### src/rtl/imu_sched_if.sv
// -----------------------------------------------------------------------------
// imu_sched_if -- command/response link between the IMU sampling scheduler
// and a byte-level I2C master.
//
//   cmd_valid / cmd_ready   command handshake (scheduler -> master)
//   cmd_op                  0 = single register write, 1 = burst read
//   cmd_dev                 7-bit device address
//   cmd_reg                 start register
//   cmd_wdata               write data byte
//   cmd_len                 burst length in bytes
//   rsp_valid               one read byte presented, or a write completed
//   rsp_data                read byte
//   rsp_last                final response of the transaction
//   rsp_err                 NACK / arbitration loss, qualified by rsp_valid
//
// modport master : the scheduler side (drives cmd_*, receives rsp_*)
// modport slave  : the I2C master side
// -----------------------------------------------------------------------------
interface imu_sched_if;
   logic       cmd_valid;
   logic       cmd_ready;
   logic       cmd_op;
   logic [6:0] cmd_dev;
   logic [7:0] cmd_reg;
   logic [7:0] cmd_wdata;
   logic [3:0] cmd_len;
   logic       rsp_valid;
   logic [7:0] rsp_data;
   logic       rsp_last;
   logic       rsp_err;

   modport master (
      output cmd_valid, cmd_op, cmd_dev, cmd_reg, cmd_wdata, cmd_len,
      input  cmd_ready, rsp_valid, rsp_data, rsp_last, rsp_err
   );

   modport slave (
      input  cmd_valid, cmd_op, cmd_dev, cmd_reg, cmd_wdata, cmd_len,
      output cmd_ready, rsp_valid, rsp_data, rsp_last, rsp_err
   );
endinterface

### src/rtl/imu_sched.sv
// -----------------------------------------------------------------------------
// imu_sched -- configures an I2C IMU with a fixed four-write table, then reads
// a 14-byte burst (accel, temperature, gyro) on every sample tick and publishes
// the 16-bit fields zero-extended to 32 bits.  Errors (NACK, arbitration loss,
// bad burst length, timeout) are counted and followed by a back-off period;
// three read errors in a row force a full reconfiguration.
//
// Ports
//   clk, reset            clock, asynchronous active-high reset
//   enable                run request; dropping it lets the current
//                         transaction finish and then parks in IDLE
//   bus (master)          command/response link to the byte-level I2C master
//   readdata_0..2         accel X/Y/Z
//   readdata_3..5         gyro X/Y/Z
//   readdata_6            temperature
//   sample_cnt            committed samples (wraps)
//   err_cnt               errors (saturates at 255)
//   status                {overrun, configured, busy, data_valid}
// -----------------------------------------------------------------------------
module imu_sched #(
   parameter logic [6:0]  DEV_ADD    = 7'h68,
   parameter int unsigned SAMPLE_DIV = 80000,
   parameter int unsigned TIMEOUT    = 20000,
   parameter int unsigned BACKOFF    = 1000
) (
   input  logic        clk,
   input  logic        reset,
   input  logic        enable,
   imu_sched_if.master bus,
   output logic [31:0] readdata_0,
   output logic [31:0] readdata_1,
   output logic [31:0] readdata_2,
   output logic [31:0] readdata_3,
   output logic [31:0] readdata_4,
   output logic [31:0] readdata_5,
   output logic [31:0] readdata_6,
   output logic [15:0] sample_cnt,
   output logic [7:0]  err_cnt,
   output logic [3:0]  status
);

   typedef enum logic [2:0] {
      S_IDLE, S_CFG_REQ, S_CFG_WAIT, S_ARMED,
      S_RD_REQ, S_RD_COLLECT, S_COMMIT, S_BACKOFF
   } state_t;

   localparam logic [31:0] TICK_LAST = 32'(SAMPLE_DIV - 1);
   localparam logic [31:0] TO_LAST   = 32'(TIMEOUT - 1);
   localparam logic [31:0] BO_LAST   = 32'(BACKOFF - 1);
   localparam logic [7:0]  RD_REG    = 8'h3B;
   localparam logic [3:0]  RD_LEN    = 4'd14;

   // {register, data} pairs written in order during configuration
   localparam logic [15:0] CFG_TABLE [4] = '{16'h6B00, 16'h1A03, 16'h1B00, 16'h1C00};

   state_t         state, next_state;
   logic [1:0]     cfg_idx;
   logic [3:0]     byte_idx;
   logic [111:0]   rx_buf;
   logic [31:0]    tick_cnt, to_cnt, bo_cnt;
   logic [1:0]     rd_err_cnt;
   logic           configured, data_valid, overrun, err_cfg;
   logic           tick, timed_out, in_txn, busy;
   logic           ev_err, ev_cfg_ok, ev_byte;
   logic           enter_req, to_idle, restart_cfg;

   assign in_txn    = (state == S_CFG_REQ) || (state == S_CFG_WAIT) ||
                      (state == S_RD_REQ)  || (state == S_RD_COLLECT);
   assign busy      = in_txn || (state == S_COMMIT);
   assign timed_out = in_txn && (to_cnt >= TO_LAST);
   assign tick      = configured && (tick_cnt == TICK_LAST);

   // A new transaction starts whenever a request state is entered; its
   // timeout window is measured from that first cmd_valid cycle.
   assign enter_req   = (next_state != state) &&
                        ((next_state == S_CFG_REQ) || (next_state == S_RD_REQ));
   assign to_idle     = (next_state == S_IDLE) && (state != S_IDLE);
   assign restart_cfg = (state == S_BACKOFF) && (next_state == S_CFG_REQ);

   always_ff @(posedge clk or posedge reset) begin
      if (reset) state <= S_IDLE;
      else       state <= next_state;
   end

   always_comb begin
      // NOTE: every signal written here gets a default first, so no path can
      // leave one unassigned and infer a latch.
      next_state = state;
      ev_err     = 1'b0;
      ev_cfg_ok  = 1'b0;
      ev_byte    = 1'b0;
      case (state)
         S_IDLE:
            if (enable) next_state = S_CFG_REQ;
         S_CFG_REQ, S_RD_REQ:
            // cmd_valid is held until accepted; enable is not consulted here
            if (bus.cmd_ready) next_state = (state == S_CFG_REQ) ? S_CFG_WAIT : S_RD_COLLECT;
            else if (timed_out) ev_err = 1'b1;
         S_CFG_WAIT:
            if (bus.rsp_valid && bus.rsp_err) ev_err = 1'b1;
            else if (bus.rsp_valid && bus.rsp_last) begin
               ev_cfg_ok = 1'b1;
               if (!enable)               next_state = S_IDLE;
               else if (cfg_idx == 2'd3)  next_state = S_ARMED;
               else                       next_state = S_CFG_REQ;
            end else if (timed_out) ev_err = 1'b1;
         S_ARMED:
            if (!enable)   next_state = S_IDLE;
            else if (tick) next_state = S_RD_REQ;
         S_RD_COLLECT:
            if (bus.rsp_valid && bus.rsp_err) ev_err = 1'b1;
            else if (bus.rsp_valid) begin
               ev_byte = 1'b1;
               // the burst must end exactly on its 14th byte
               if (byte_idx == 4'd13 && bus.rsp_last)       next_state = S_COMMIT;
               else if (byte_idx == 4'd13 || bus.rsp_last)  ev_err = 1'b1;
            end else if (timed_out) ev_err = 1'b1;
         S_COMMIT:
            next_state = enable ? S_ARMED : S_IDLE;
         S_BACKOFF:
            if (bo_cnt == BO_LAST) begin
               if (!enable)                             next_state = S_IDLE;
               else if (err_cfg || rd_err_cnt == 2'd3)  next_state = S_CFG_REQ;
               else                                     next_state = S_ARMED;
            end
         default:
            next_state = S_IDLE;
      endcase
      if (ev_err) next_state = S_BACKOFF;
   end

   always_ff @(posedge clk or posedge reset) begin
      if (reset) begin
         tick_cnt   <= '0;
         to_cnt     <= '0;
         bo_cnt     <= '0;
         cfg_idx    <= '0;
         byte_idx   <= '0;
         // NOTE: the capture buffer is cleared as well, so no stale sample
         // bytes survive a reset.
         rx_buf     <= '0;
         rd_err_cnt <= '0;
         err_cfg    <= 1'b0;
         configured <= 1'b0;
         data_valid <= 1'b0;
         overrun    <= 1'b0;
         err_cnt    <= '0;
         sample_cnt <= '0;
         readdata_0 <= '0;
         readdata_1 <= '0;
         readdata_2 <= '0;
         readdata_3 <= '0;
         readdata_4 <= '0;
         readdata_5 <= '0;
         readdata_6 <= '0;
      end else begin
         // NOTE: non-blocking assignments throughout, so every register sees
         // the pre-edge value of every other register.
         tick_cnt <= (!configured || tick) ? '0 : tick_cnt + 32'd1;

         if (enter_req)   to_cnt <= '0;
         else if (in_txn) to_cnt <= to_cnt + 32'd1;
         else             to_cnt <= '0;

         bo_cnt <= (state == S_BACKOFF) ? bo_cnt + 32'd1 : '0;

         if (state == S_IDLE || restart_cfg) cfg_idx <= '0;
         else if (ev_cfg_ok)                 cfg_idx <= cfg_idx + 2'd1;

         if (state == S_RD_REQ && bus.cmd_ready) byte_idx <= '0;
         else if (ev_byte)                       byte_idx <= byte_idx + 4'd1;

         // first byte received ends up in the top octet
         if (ev_byte) rx_buf <= {rx_buf[103:0], bus.rsp_data};

         if (ev_err) begin
            if (err_cnt != 8'hFF) err_cnt <= err_cnt + 8'd1;
            err_cfg <= (state == S_CFG_REQ) || (state == S_CFG_WAIT);
         end

         if (ev_err && (state == S_RD_REQ || state == S_RD_COLLECT))
            rd_err_cnt <= rd_err_cnt + 2'd1;
         else if (state == S_COMMIT || restart_cfg || to_idle)
            rd_err_cnt <= '0;

         if (state == S_COMMIT) begin
            readdata_0 <= {16'h0, rx_buf[111:96]};
            readdata_1 <= {16'h0, rx_buf[95:80]};
            readdata_2 <= {16'h0, rx_buf[79:64]};
            readdata_6 <= {16'h0, rx_buf[63:48]};
            readdata_3 <= {16'h0, rx_buf[47:32]};
            readdata_4 <= {16'h0, rx_buf[31:16]};
            readdata_5 <= {16'h0, rx_buf[15:0]};
            sample_cnt <= sample_cnt + 16'd1;
         end

         if (to_idle || restart_cfg)                        configured <= 1'b0;
         else if (state == S_CFG_WAIT && next_state == S_ARMED) configured <= 1'b1;

         // clearing on the way to IDLE wins over the commit that precedes it
         if (to_idle || restart_cfg) data_valid <= 1'b0;
         else if (state == S_COMMIT) data_valid <= 1'b1;

         if (!enable || to_idle)            overrun <= 1'b0;
         else if (tick && state != S_ARMED) overrun <= 1'b1;
      end
   end

   always_comb begin
      bus.cmd_valid = 1'b0;
      bus.cmd_op    = 1'b0;
      bus.cmd_dev   = '0;
      bus.cmd_reg   = '0;
      bus.cmd_wdata = '0;
      bus.cmd_len   = '0;
      if (state == S_CFG_REQ) begin
         bus.cmd_valid = 1'b1;
         bus.cmd_dev   = DEV_ADD;
         bus.cmd_reg   = CFG_TABLE[cfg_idx][15:8];
         bus.cmd_wdata = CFG_TABLE[cfg_idx][7:0];
         bus.cmd_len   = 4'd1;
      end else if (state == S_RD_REQ) begin
         bus.cmd_valid = 1'b1;
         bus.cmd_op    = 1'b1;
         bus.cmd_dev   = DEV_ADD;
         bus.cmd_reg   = RD_REG;
         bus.cmd_len   = RD_LEN;
      end
   end

   assign status = {overrun, configured, busy, data_valid};

endmodule

### src/flat_wrapper.sv
// flat-port wrapper written by rule: the top's interface ports become plain ports
module imu_sched_flat 
#(
   parameter logic [6:0]  DEV_ADD    = 7'h68,
   parameter int unsigned SAMPLE_DIV = 80000,
   parameter int unsigned TIMEOUT    = 20000,
   parameter int unsigned BACKOFF    = 1000
)
  (clk, reset, enable, readdata_0, readdata_1, readdata_2, readdata_3, readdata_4, readdata_5, readdata_6, sample_cnt, err_cnt, status, bus_cmd_valid, bus_cmd_op, bus_cmd_dev, bus_cmd_reg, bus_cmd_wdata, bus_cmd_len, bus_cmd_ready, bus_rsp_valid, bus_rsp_data, bus_rsp_last, bus_rsp_err);
  imu_sched_if bus_i ();
  input  logic clk;
  input  logic reset;
  input  logic enable;
  output logic [31:0] readdata_0;
  output logic [31:0] readdata_1;
  output logic [31:0] readdata_2;
  output logic [31:0] readdata_3;
  output logic [31:0] readdata_4;
  output logic [31:0] readdata_5;
  output logic [31:0] readdata_6;
  output logic [15:0] sample_cnt;
  output logic [7:0] err_cnt;
  output logic [3:0] status;
  output wire logic [$bits(bus_i.cmd_valid)-1:0] bus_cmd_valid;
  output wire logic [$bits(bus_i.cmd_op)-1:0] bus_cmd_op;
  output wire logic [$bits(bus_i.cmd_dev)-1:0] bus_cmd_dev;
  output wire logic [$bits(bus_i.cmd_reg)-1:0] bus_cmd_reg;
  output wire logic [$bits(bus_i.cmd_wdata)-1:0] bus_cmd_wdata;
  output wire logic [$bits(bus_i.cmd_len)-1:0] bus_cmd_len;
  input wire logic [$bits(bus_i.cmd_ready)-1:0] bus_cmd_ready;
  input wire logic [$bits(bus_i.rsp_valid)-1:0] bus_rsp_valid;
  input wire logic [$bits(bus_i.rsp_data)-1:0] bus_rsp_data;
  input wire logic [$bits(bus_i.rsp_last)-1:0] bus_rsp_last;
  input wire logic [$bits(bus_i.rsp_err)-1:0] bus_rsp_err;
  assign bus_cmd_valid = bus_i.cmd_valid;
  assign bus_cmd_op = bus_i.cmd_op;
  assign bus_cmd_dev = bus_i.cmd_dev;
  assign bus_cmd_reg = bus_i.cmd_reg;
  assign bus_cmd_wdata = bus_i.cmd_wdata;
  assign bus_cmd_len = bus_i.cmd_len;
  assign bus_i.cmd_ready = bus_cmd_ready;
  assign bus_i.rsp_valid = bus_rsp_valid;
  assign bus_i.rsp_data = bus_rsp_data;
  assign bus_i.rsp_last = bus_rsp_last;
  assign bus_i.rsp_err = bus_rsp_err;
  imu_sched #(.DEV_ADD(DEV_ADD), .SAMPLE_DIV(SAMPLE_DIV), .TIMEOUT(TIMEOUT), .BACKOFF(BACKOFF)) u_core (.clk(clk), .reset(reset), .enable(enable), .bus(bus_i), .readdata_0(readdata_0), .readdata_1(readdata_1), .readdata_2(readdata_2), .readdata_3(readdata_3), .readdata_4(readdata_4), .readdata_5(readdata_5), .readdata_6(readdata_6), .sample_cnt(sample_cnt), .err_cnt(err_cnt), .status(status));
endmodule
### config.mk
export PLATFORM = sky130hd
export DESIGN_NAME = imu_sched_flat
export DESIGN_NICKNAME = d
export VERILOG_FILES = /design/src/rtl/imu_sched_if.sv /design/src/rtl/imu_sched.sv /design/src/flat_wrapper.sv
export SDC_FILE = /design/constraint.sdc
export NUM_CORES = 1
export LEC_CHECK = 0
export ABC_AREA = 1
export CORE_MARGIN = 1
export CORE_UTILIZATION = 40
export DETAILED_ROUTE_END_ITERATION = 16
export GPL_ROUTABILITY_DRIVEN = 1
export PLACE_DENSITY_LB_ADDON = 0.1
export SLEW_MARGIN = 20
export SYNTH_ARGS = -nofsm -noshare
export SYNTH_HDL_FRONTEND = slang
export SYNTH_SLANG_ARGS = --single-unit
### constraint.sdc
create_clock -name clk -period 15.1 [get_ports clk]
set_clock_uncertainty 0.2 [all_clocks]
set_input_delay 3.02 -clock clk [delete_from_list [all_inputs] [get_ports clk]]
set_output_delay 3.02 -clock clk [all_outputs]
set_load 0.02 [all_outputs]
# Word level (Yosys, flattened, before mapping)
# Cells that the tools add are included.
# word_totals
reg_bits	359
input_bits	15
out_inout_bits	281
# op_classes
add_sub_neg	8
magnitude_cmp	2
eq_ne	18
muxes	62
bitwise_logic	1
reduce_logical	39
# op_table
cell	n
32-bit two-way mux	4
32-bit by 1-bit adder with 32-bit output, second input constant	3
3-bit two-way mux	14
16-bit binary-select mux with 2-bit select	1
32-bit by 10-bit == test with 1-bit output, second input constant	1
32-bit by 17-bit == test with 1-bit output, second input constant	1
32-bit by 15-bit >= comparator with 1-bit output, second input constant	1
16-bit two-way mux	2
1-bit two-way mux	23
3-bit one-hot mux with 7 select lines	1
16-bit by 1-bit adder with 16-bit output, second input constant	1
4-bit two-way mux	4
8-bit two-way mux	2
3-bit == test, second input constant	5
1-bit logical OR	14
2-bit two-way mux	7
7-bit two-way mux	2
1-bit logical AND	12
2-bit nonzero test	6
3-bit by 2-bit == test with 1-bit output, second input constant	3
8-bit by 1-bit adder with 8-bit output, second input constant	1
8-bit != test, second input constant	1
3-bit by 1-bit == test with 1-bit output, second input constant	2
3-bit zero test	2
14 further kinds	17

# Longest topological paths before layout
# Gate-level depths: netlist (run 1).
# logic_depth
word_depth	16
ltp_mapped	18

# Least setup slack after synthesis (run 1)
# OpenSTA, ideal clock, no wires.
# synth_path
kind	register to output
from	register u_core.state[0]
to	output status[1]
arrival_time_ns	1.502
path_slack_ns	10.378
stages_incl_launch_ff	8
cell_sequence	dfrtp_1 -> inv_2 -> nor2_4 -> nand2_2 -> nand2_2 -> nor2_1 -> nand2_1 -> buf_4
# synth_via
elab_chain_len	5
word_cells_on_any_way	9
cone_classes	eq/ne (5); reduce/logical (4)
# synth_lines
element	line	text
start: declaration	imu_sched.sv:56	state_t state, next_state;
start signal: assignment	imu_sched.sv:82	else state <= next_state;
3-bit by 1-bit == test with 1-bit output / 3-bit by 2-bit == test with 1-bit output (equally long branches)	imu_sched.sv:67	assign in_txn = (state == S_CFG_REQ) || (state == S_CFG_WAIT) ||
1-bit logical OR (2 in series)	imu_sched.sv:67	
1-bit logical OR	imu_sched.sv:68	(state == S_RD_REQ) || (state == S_RD_COLLECT);
1-bit logical OR (*)	imu_sched.sv:69	assign busy = in_txn || (state == S_COMMIT);
end: declaration	flat_wrapper.sv:23	output logic [3:0] status;
# Mark *: on every way between the ends. The rest lies on a longest branch, timed or not.

# Worst setup path in the final report (run 1)
# layout_path
from	register u_core.state[2]
to	output status[1]
# The elaborated chain is that of the path after synthesis.

==> results.py, run 1 <==
metrics = {
    "power": {
        "pwr-share-clk": 0.285,
        "power.net_switching_w": 0.00143,
        "p_comb_frac": 0.345,
        "internal_power_w": 0.00235,
        "leakage_nw": 9.39,
        "peakVddDrop_mv": 0.105,
        "power_per_cell_area_nw_per_um2": 186,
        "swShare": 0.377,
        "seq_power_share": 0.370,
    },
    "floorplan": {
        "die_w_um": 209,
        "pin_count": 296,
        "coreArea_um2": 42100,
        "start_util": 0.408,
        "row_count": 75,
        "die_h_um": 209,
        "die_area_um2": 43800,
    },
    "outcome": {
        "status": "finished clean",
    },
    "global_route": {
        "antenna_found_initial": 0,
        "use_met2": 0.299,
        "grt_max_degree": 222,
        "grt_pass1_vias": 12700,
        "overflow": 0,
        "grt_use_met3": 0.0493,
        "grt_pass1_wl_um": 66400,
        "grt_busiest_layer": "met2",
        "use_met1": 0.248,
        "grt.total_usage": 0.187,
    },
    "final_layout": {
        "final_cells": 2770,
        "drive_gt1_frac": 0.0659,
        "n_antenna_cell": 0,
        "seqCellArea_um2": 8980,
        "fillers": 4135,
        "layout.cells.most_common": "nand2_1",
        "multi_input_area_um2": 6370,
        "layout_common_cells": "460 x nand2_1, 359 x dfrtp_1, 261 x inv_1",
        "area_delta_synth_final_pct": 18.3,
        "nets": 2226,
    },
    "worst_setup_path": {
        "cp_max_fo": 9,
        "cp-end-kind": "output port",
        "critPathKind": "reg -> out",
        "slowest_stage": "nor2_1",
        "slowest_delay_ns": 0.61,
        "worst-endpoint-arrival_ns": 3.07,
        "cp_cell_sequence": "inv_1, nand2_2, nand2_2, nor2_1, nand2_1, clkdlybuf4s50_1",
        "cp.required_ns": 11.88,
        "cp_top_family": "simple AND/OR/NAND/NOR gates",
        "cp_common_cell": "nand2_2",
        "startpoint_type": "register",
        "path_buf_inv": 2,
    },
    "timing": {
        "finalSetupViolCount": 0,
        "rsz0062_at_grt": "no",
        "timing.final.ws_setup_ns": 8.81,
        "slew_violations": 0,
        "fmaxAchievable_mhz": 159,
        "final.period_utilization": 0.416,
        "slew_headroom": 0.245,
        "fin_tns_setup_ns": 0,
        "worstMarginPinSlew_ns": 1.13,
        "period_needed_ns": 6.29,
        "hold_viol": 0,
    },
    "placement": {
        "place_hpwl_um": 27100,
        "place_inst": 2692,
        "port_buffers": 172,
        "pre_cts_ws_ns": 9.15,
        "place_congestion": 0.830,
    },
    "synthesis": {
        "yosys_warnings": 0,
        "synth-seq-cells": 359,
        "synth-edff-count": 0,
        "avgSynthCellArea_um2": 8.37,
        "synth_cell_types": 45,
        "ys.flop_type": "dfrtp_1",
        "synthCells": 2053,
        "synth_seq_area_share": 0.523,
        "synth_area_um2": 17200,
        "ys_async_sr_fraction": 1.00,
    },
    "routing": {
        "drc": 0,
        "drtIter0Drc": 770,
        "wire_per_inst_um": 14.4,
        "routed_wl_um": 40000,
        "postRouteAntennaNets": 0,
        "drtPass1Iterations": 6,
        "viasPerCell": 4.68,
        "vias": 13000,
    },
    "flow_run": {
        "cap_viol_max_count": 0,
    },
    "clock_tree": {
        "path_clk_slew_ns": 0.06,
        "htree_levels": 2,
        "cts-root-buf": "clkbuf_16",
        "cts.repair.resized": 0,
        "tritoncts": "done",
        "clk-insertion-delay-late_ns": 0.57,
        "postCtsHoldBufs": 0,
        "post-cts-setup-buffer-count": 0,
        "cts.path.max_buffers": 3,
        "numCtsBuffers": 42,
        "clock_sinks": 359,
    },
    "hold_path": {
        "hp-class": "reg -> reg",
    },
}
-- cell families after synthesis --
group,Yosys count,share of synthesized area
other,1,0.000218
multiplexers,1,0.000656
AO/OA/AOI/OAI,353,0.113
AND/OR/NAND/NOR,832,0.205
flip-flops,359,0.523
adder cells (fa/ha/maj),14,0.0102
buffers and inverters,466,0.134
XOR/XNOR,27,0.0138
-- area by class of cell --
cell class / count / share of cell area
timing repair buffer: 178 / 0.0880
tap: 539 / 0.0332
sequential: 359 / 0.442
inverter: 266 / 0.0495
clock inverter: 19 / 0.0134
clock buffer: 59 / 0.0603
multi-input combinational: 1350 / 0.313
-- final timing paths --
| check | startpoint | endpoint | slack, ns | depth (start not counted) |
|---|---|---|---|---|
| setup / recovery | u_core.state[2] | status[1] | 8.81 | 6 |
| hold / removal | u_core.tick_cnt[0] | u_core.tick_cnt[0] | 0.26 | 1 |
| setup reg to reg | u_core.state[2] | u_core.to_cnt[0] | 11.11 | 9 |
| hold reg to reg | u_core.tick_cnt[0] | u_core.tick_cnt[0] | 0.26 | 1 |
| max in group asynchronous | reset | u_core.rx_buf[65] | 9.93 | 4 |
| min in group asynchronous | reset | u_core.bo_cnt[10] | 2.78 | 2 |
-- cell usage after synthesis, drive strengths merged (6+ instances only) --
cell type / number / area [µm²]
nor4: 13 / 81.3
clkbuf: 54 / 203
a21oi: 76 / 504
o21ai: 259 / 1300
xor2: 18 / 158
inv: 266 / 998
dfrtp: 359 / 8980
nand3b: 6 / 45.0
nand4: 15 / 93.8
nand3: 84 / 448
nor3: 59 / 300
buf: 146 / 1100
nor2: 176 / 691
ha: 14 / 175
nand2: 471 / 1810
xnor2: 9 / 78.8
-- layer usage --
| metal | vias up | wire length [µm] | part of all wire |
|---|---|---|---|
| li1 | 6536 | - | - |
| met1 | 6111 | 18500 | 0.46 |
| met2 | 259 | 18200 | 0.46 |
| met3 | 51 | 2440 | 0.061 |
| met4 | 0 | 811 | 0.020 |
| met5 | - | 0 | 0 |
-- state kept, by name, indices dropped and copies added, names as in the netlist, 4 cells and up --
register and count:
u_core.tick_cnt 32, u_core.bo_cnt 32, u_core.err_cnt 8, u_core.readdata_0 16, u_core.readdata_6 16, u_core.byte_idx 4
u_core.readdata_2 16, u_core.readdata_1 16, u_core.readdata_4 16, u_core.readdata_3 16, u_core.sample_cnt 16, u_core.rx_buf 112
u_core.to_cnt 32, u_core.readdata_5 16
-- power by group through the flow --
stage	Sequential, W	Clock, W	Combinational, W
floorplan	0.00153	0	0.000722
global route	0.00143	0.00114	0.00145
detailed placement	0.00141	0	0.00132
finish	0.00140	0.00108	0.00130
CTS	0.00140	0.00111	0.00132
global placement	0.00141	0	0.00131
-- stage by stage --
stage          hold WS [ns]  instance area, µm²  utilization  power [W]
4_1_cts               0.261               20300        0.482    0.00384
3_5_place_dp          0.253               18800        0.446    0.00273
6_report              0.258               20300        0.482    0.00378
2_1_floorplan         0.233               17600            -    0.00225
5_1_grt               0.272               20300        0.482    0.00402
3_3_place_gp          0.246               18800        0.446    0.00272
(Power assumes the default switching activity.)
==> run 2: changes to the inputs <==
clock period = 5.8 ns   (was 15.1 ns; I/O delays follow)
==> results.py, run 2 (synthesis results as in run 1) <==
metrics = {
    "floorplan": {
        "coreArea_um2": 42100,
        "pin_count": 296,
        "die_area_um2": 43800,
        "die_h_um": 209,
        "die_w_um": 209,
        "start_util": 0.408,
        "row_count": 75,
    },
    "worst_setup_path": {
        "slowest_stage": "clkdlybuf4s50_1",
        "cp-end-kind": "output port",
        "worst-endpoint-arrival_ns": 2.64,
        "path_buf_inv": 3,
        "cp_max_fo": 9,
        "startpoint_type": "register",
        "cp_cell_sequence": "inv_2, nand3_2, nand2_2, nor2_1, buf_4, nand2_1, clkdlybuf4s50_1",
        "cp_top_family": "buffers and inverters",
        "cp.required_ns": 4.44,
        "slowest_delay_ns": 0.61,
        "critPathKind": "reg -> out",
    },
    "routing": {
        "vias": 13000,
        "postRouteAntennaNets": 0,
        "drc": 0,
        "routed_wl_um": 40100,
        "viasPerCell": 4.68,
        "drtIter0Drc": 738,
        "drtPass1Iterations": 6,
        "wire_per_inst_um": 14.4,
    },
    "global_route": {
        "overflow": 0,
        "antenna_found_initial": 0,
        "grt_pass1_wl_um": 65900,
        "grt_pass1_vias": 12600,
        "grt.total_usage": 0.186,
        "grt_max_degree": 221,
    },
    "final_layout": {
        "post-route-util": 0.482,
        "final_cells": 2773,
        "fillers": 4051,
        "n_antenna_cell": 0,
        "multi_input_area_um2": 6360,
        "nets": 2230,
        "layout_common_cells": "460 x nand2_1, 359 x dfrtp_1, 261 x inv_1",
        "seqCellArea_um2": 8980,
        "layout.cells.most_common": "nand2_1",
        "largest_reg_flops": 112,
        "drive_gt1_frac": 0.0645,
        "area_delta_synth_final_pct": 18.3,
        "top_register": "u_core.rx_buf",
        "final_area_um2": 20300,
    },
    "placement": {
        "place_congestion": 0.857,
        "place_hpwl_um": 27400,
        "place_inst": 2696,
        "placed_area_um2": 18900,
        "port_buffers": 172,
    },
    "clock_tree": {
        "path_clk_slew_ns": 0.06,
        "post-cts-setup-buffer-count": 0,
        "cts.path.max_buffers": 3,
        "clk-insertion-delay-late_ns": 0.57,
        "cts-root-buf": "clkbuf_16",
        "cts.repair.resized": 0,
        "htree_levels": 2,
        "numCtsBuffers": 42,
        "clock_sinks": 359,
        "tritoncts": "done",
        "postCtsHoldBufs": 0,
    },
    "power": {
        "swShare": 0.378,
        "peakVddDrop_mv": 0.305,
        "leakage_nw": 9.38,
        "power.net_switching_w": 0.00370,
        "power_per_cell_area_nw_per_um2": 482,
        "internal_power_w": 0.00609,
        "pwr-share-clk": 0.281,
        "seq_power_share": 0.373,
        "p_comb_frac": 0.346,
        "power_w": 0.00979,
    },
    "outcome": {
        "status": "finished clean",
    },
    "hold_path": {
        "hp-class": "reg -> reg",
    },
    "timing": {
        "fmaxAchievable_mhz": 250,
        "hold_ws_ns": 0.267,
        "slew_headroom": 0.302,
        "period_needed_ns": 4.00,
        "worstMarginPinSlew_ns": 1.04,
        "hold_viol": 0,
        "slew_violations": 0,
        "finalSetupViolCount": 0,
        "rsz0062_at_grt": "no",
        "final.period_utilization": 0.690,
    },
    "flow_run": {
        "cap_viol_max_count": 0,
    },
}
==> run 2: cell types whose count changed in the layout (fill, tap and decap cells not counted), sizes merged <==
cell      previous run  this run
clkbuf              59        66
clkinv               9         3
clkinvlp             3         5
buf                  6        10
bufinv               5         3
inv                268       266
==> run 2: final cells by class <==
cell class              instances  area share
clock buffers                  66      0.0631
clock inverters                11     0.00887
inverters                     266      0.0493
multi-input cells            1350       0.313
flip-flops and latches        359       0.442
well taps                     539      0.0332
repair buffers                182      0.0903
==> run 2: worst reg2reg max path, stage by stage, from the launching register on <==
cell and delay [ns]:
dfrtp_1 0.40, inv_1 0.07, ha_1 0.13, nand2_1 0.05
nor2_1 0.37, ha_1 0.32, nand2_1 0.09, o21ai_2 0.09
a21oi_4 0.23, nand2_1 0.16, nor2_1 0.14, nand2_1 0.08
nand2_2 0.75, a21oi_1 0.18
==> run 2: power by group through the flow <==
stage	registers, W	logic [W]	clock network (W)
after floorplan	0.00398	0.00188	0
after global placement	0.00368	0.00341	0
after detailed placement	0.00369	0.00343	0
after CTS	0.00366	0.00345	0.00283
after global routing	0.00374	0.00377	0.00293
final	0.00365	0.00339	0.00275
==> run 2: per-layer routing <==
metal / vias to the layer above / global-route usage / share of wire / routed length (µm)
met5: - / 0 / 0 / 0
met4: 0 / 0.0596 / 0.020 / 789
met3: 55 / 0.0493 / 0.061 / 2450
met2: 262 / 0.300 / 0.46 / 18600
met1: 6114 / 0.244 / 0.45 / 18200
li1: 6547 / - / - / -
==> run 2: through the flow <==
step | worst slack [ns] | TNS [ns]
2_1_floorplan | -0.372 | -133.65
3_3_place_gp | 1.81 | 0
3_5_place_dp | 1.73 | 0
4_1_cts | 1.75 | 0
5_1_grt | 1.61 | 0
6_report | 1.80 | 0
==> run 2: worst paths after layout <==
check / from / end / slack (ns) / cells after the start
setup / recovery: u_core.state[0] / status[1] / 1.80 / 7
hold / removal: u_core.tick_cnt[0] / u_core.tick_cnt[0] / 0.27 / 1
setup reg to reg: u_core.byte_idx[1] / u_core.to_cnt[31] / 2.38 / 13
hold reg to reg: u_core.tick_cnt[0] / u_core.tick_cnt[0] / 0.27 / 1
max in group asynchronous: reset / u_core.to_cnt[12] / 3.47 / 3
min in group asynchronous: reset / u_core.rx_buf[14] / 0.80 / 2
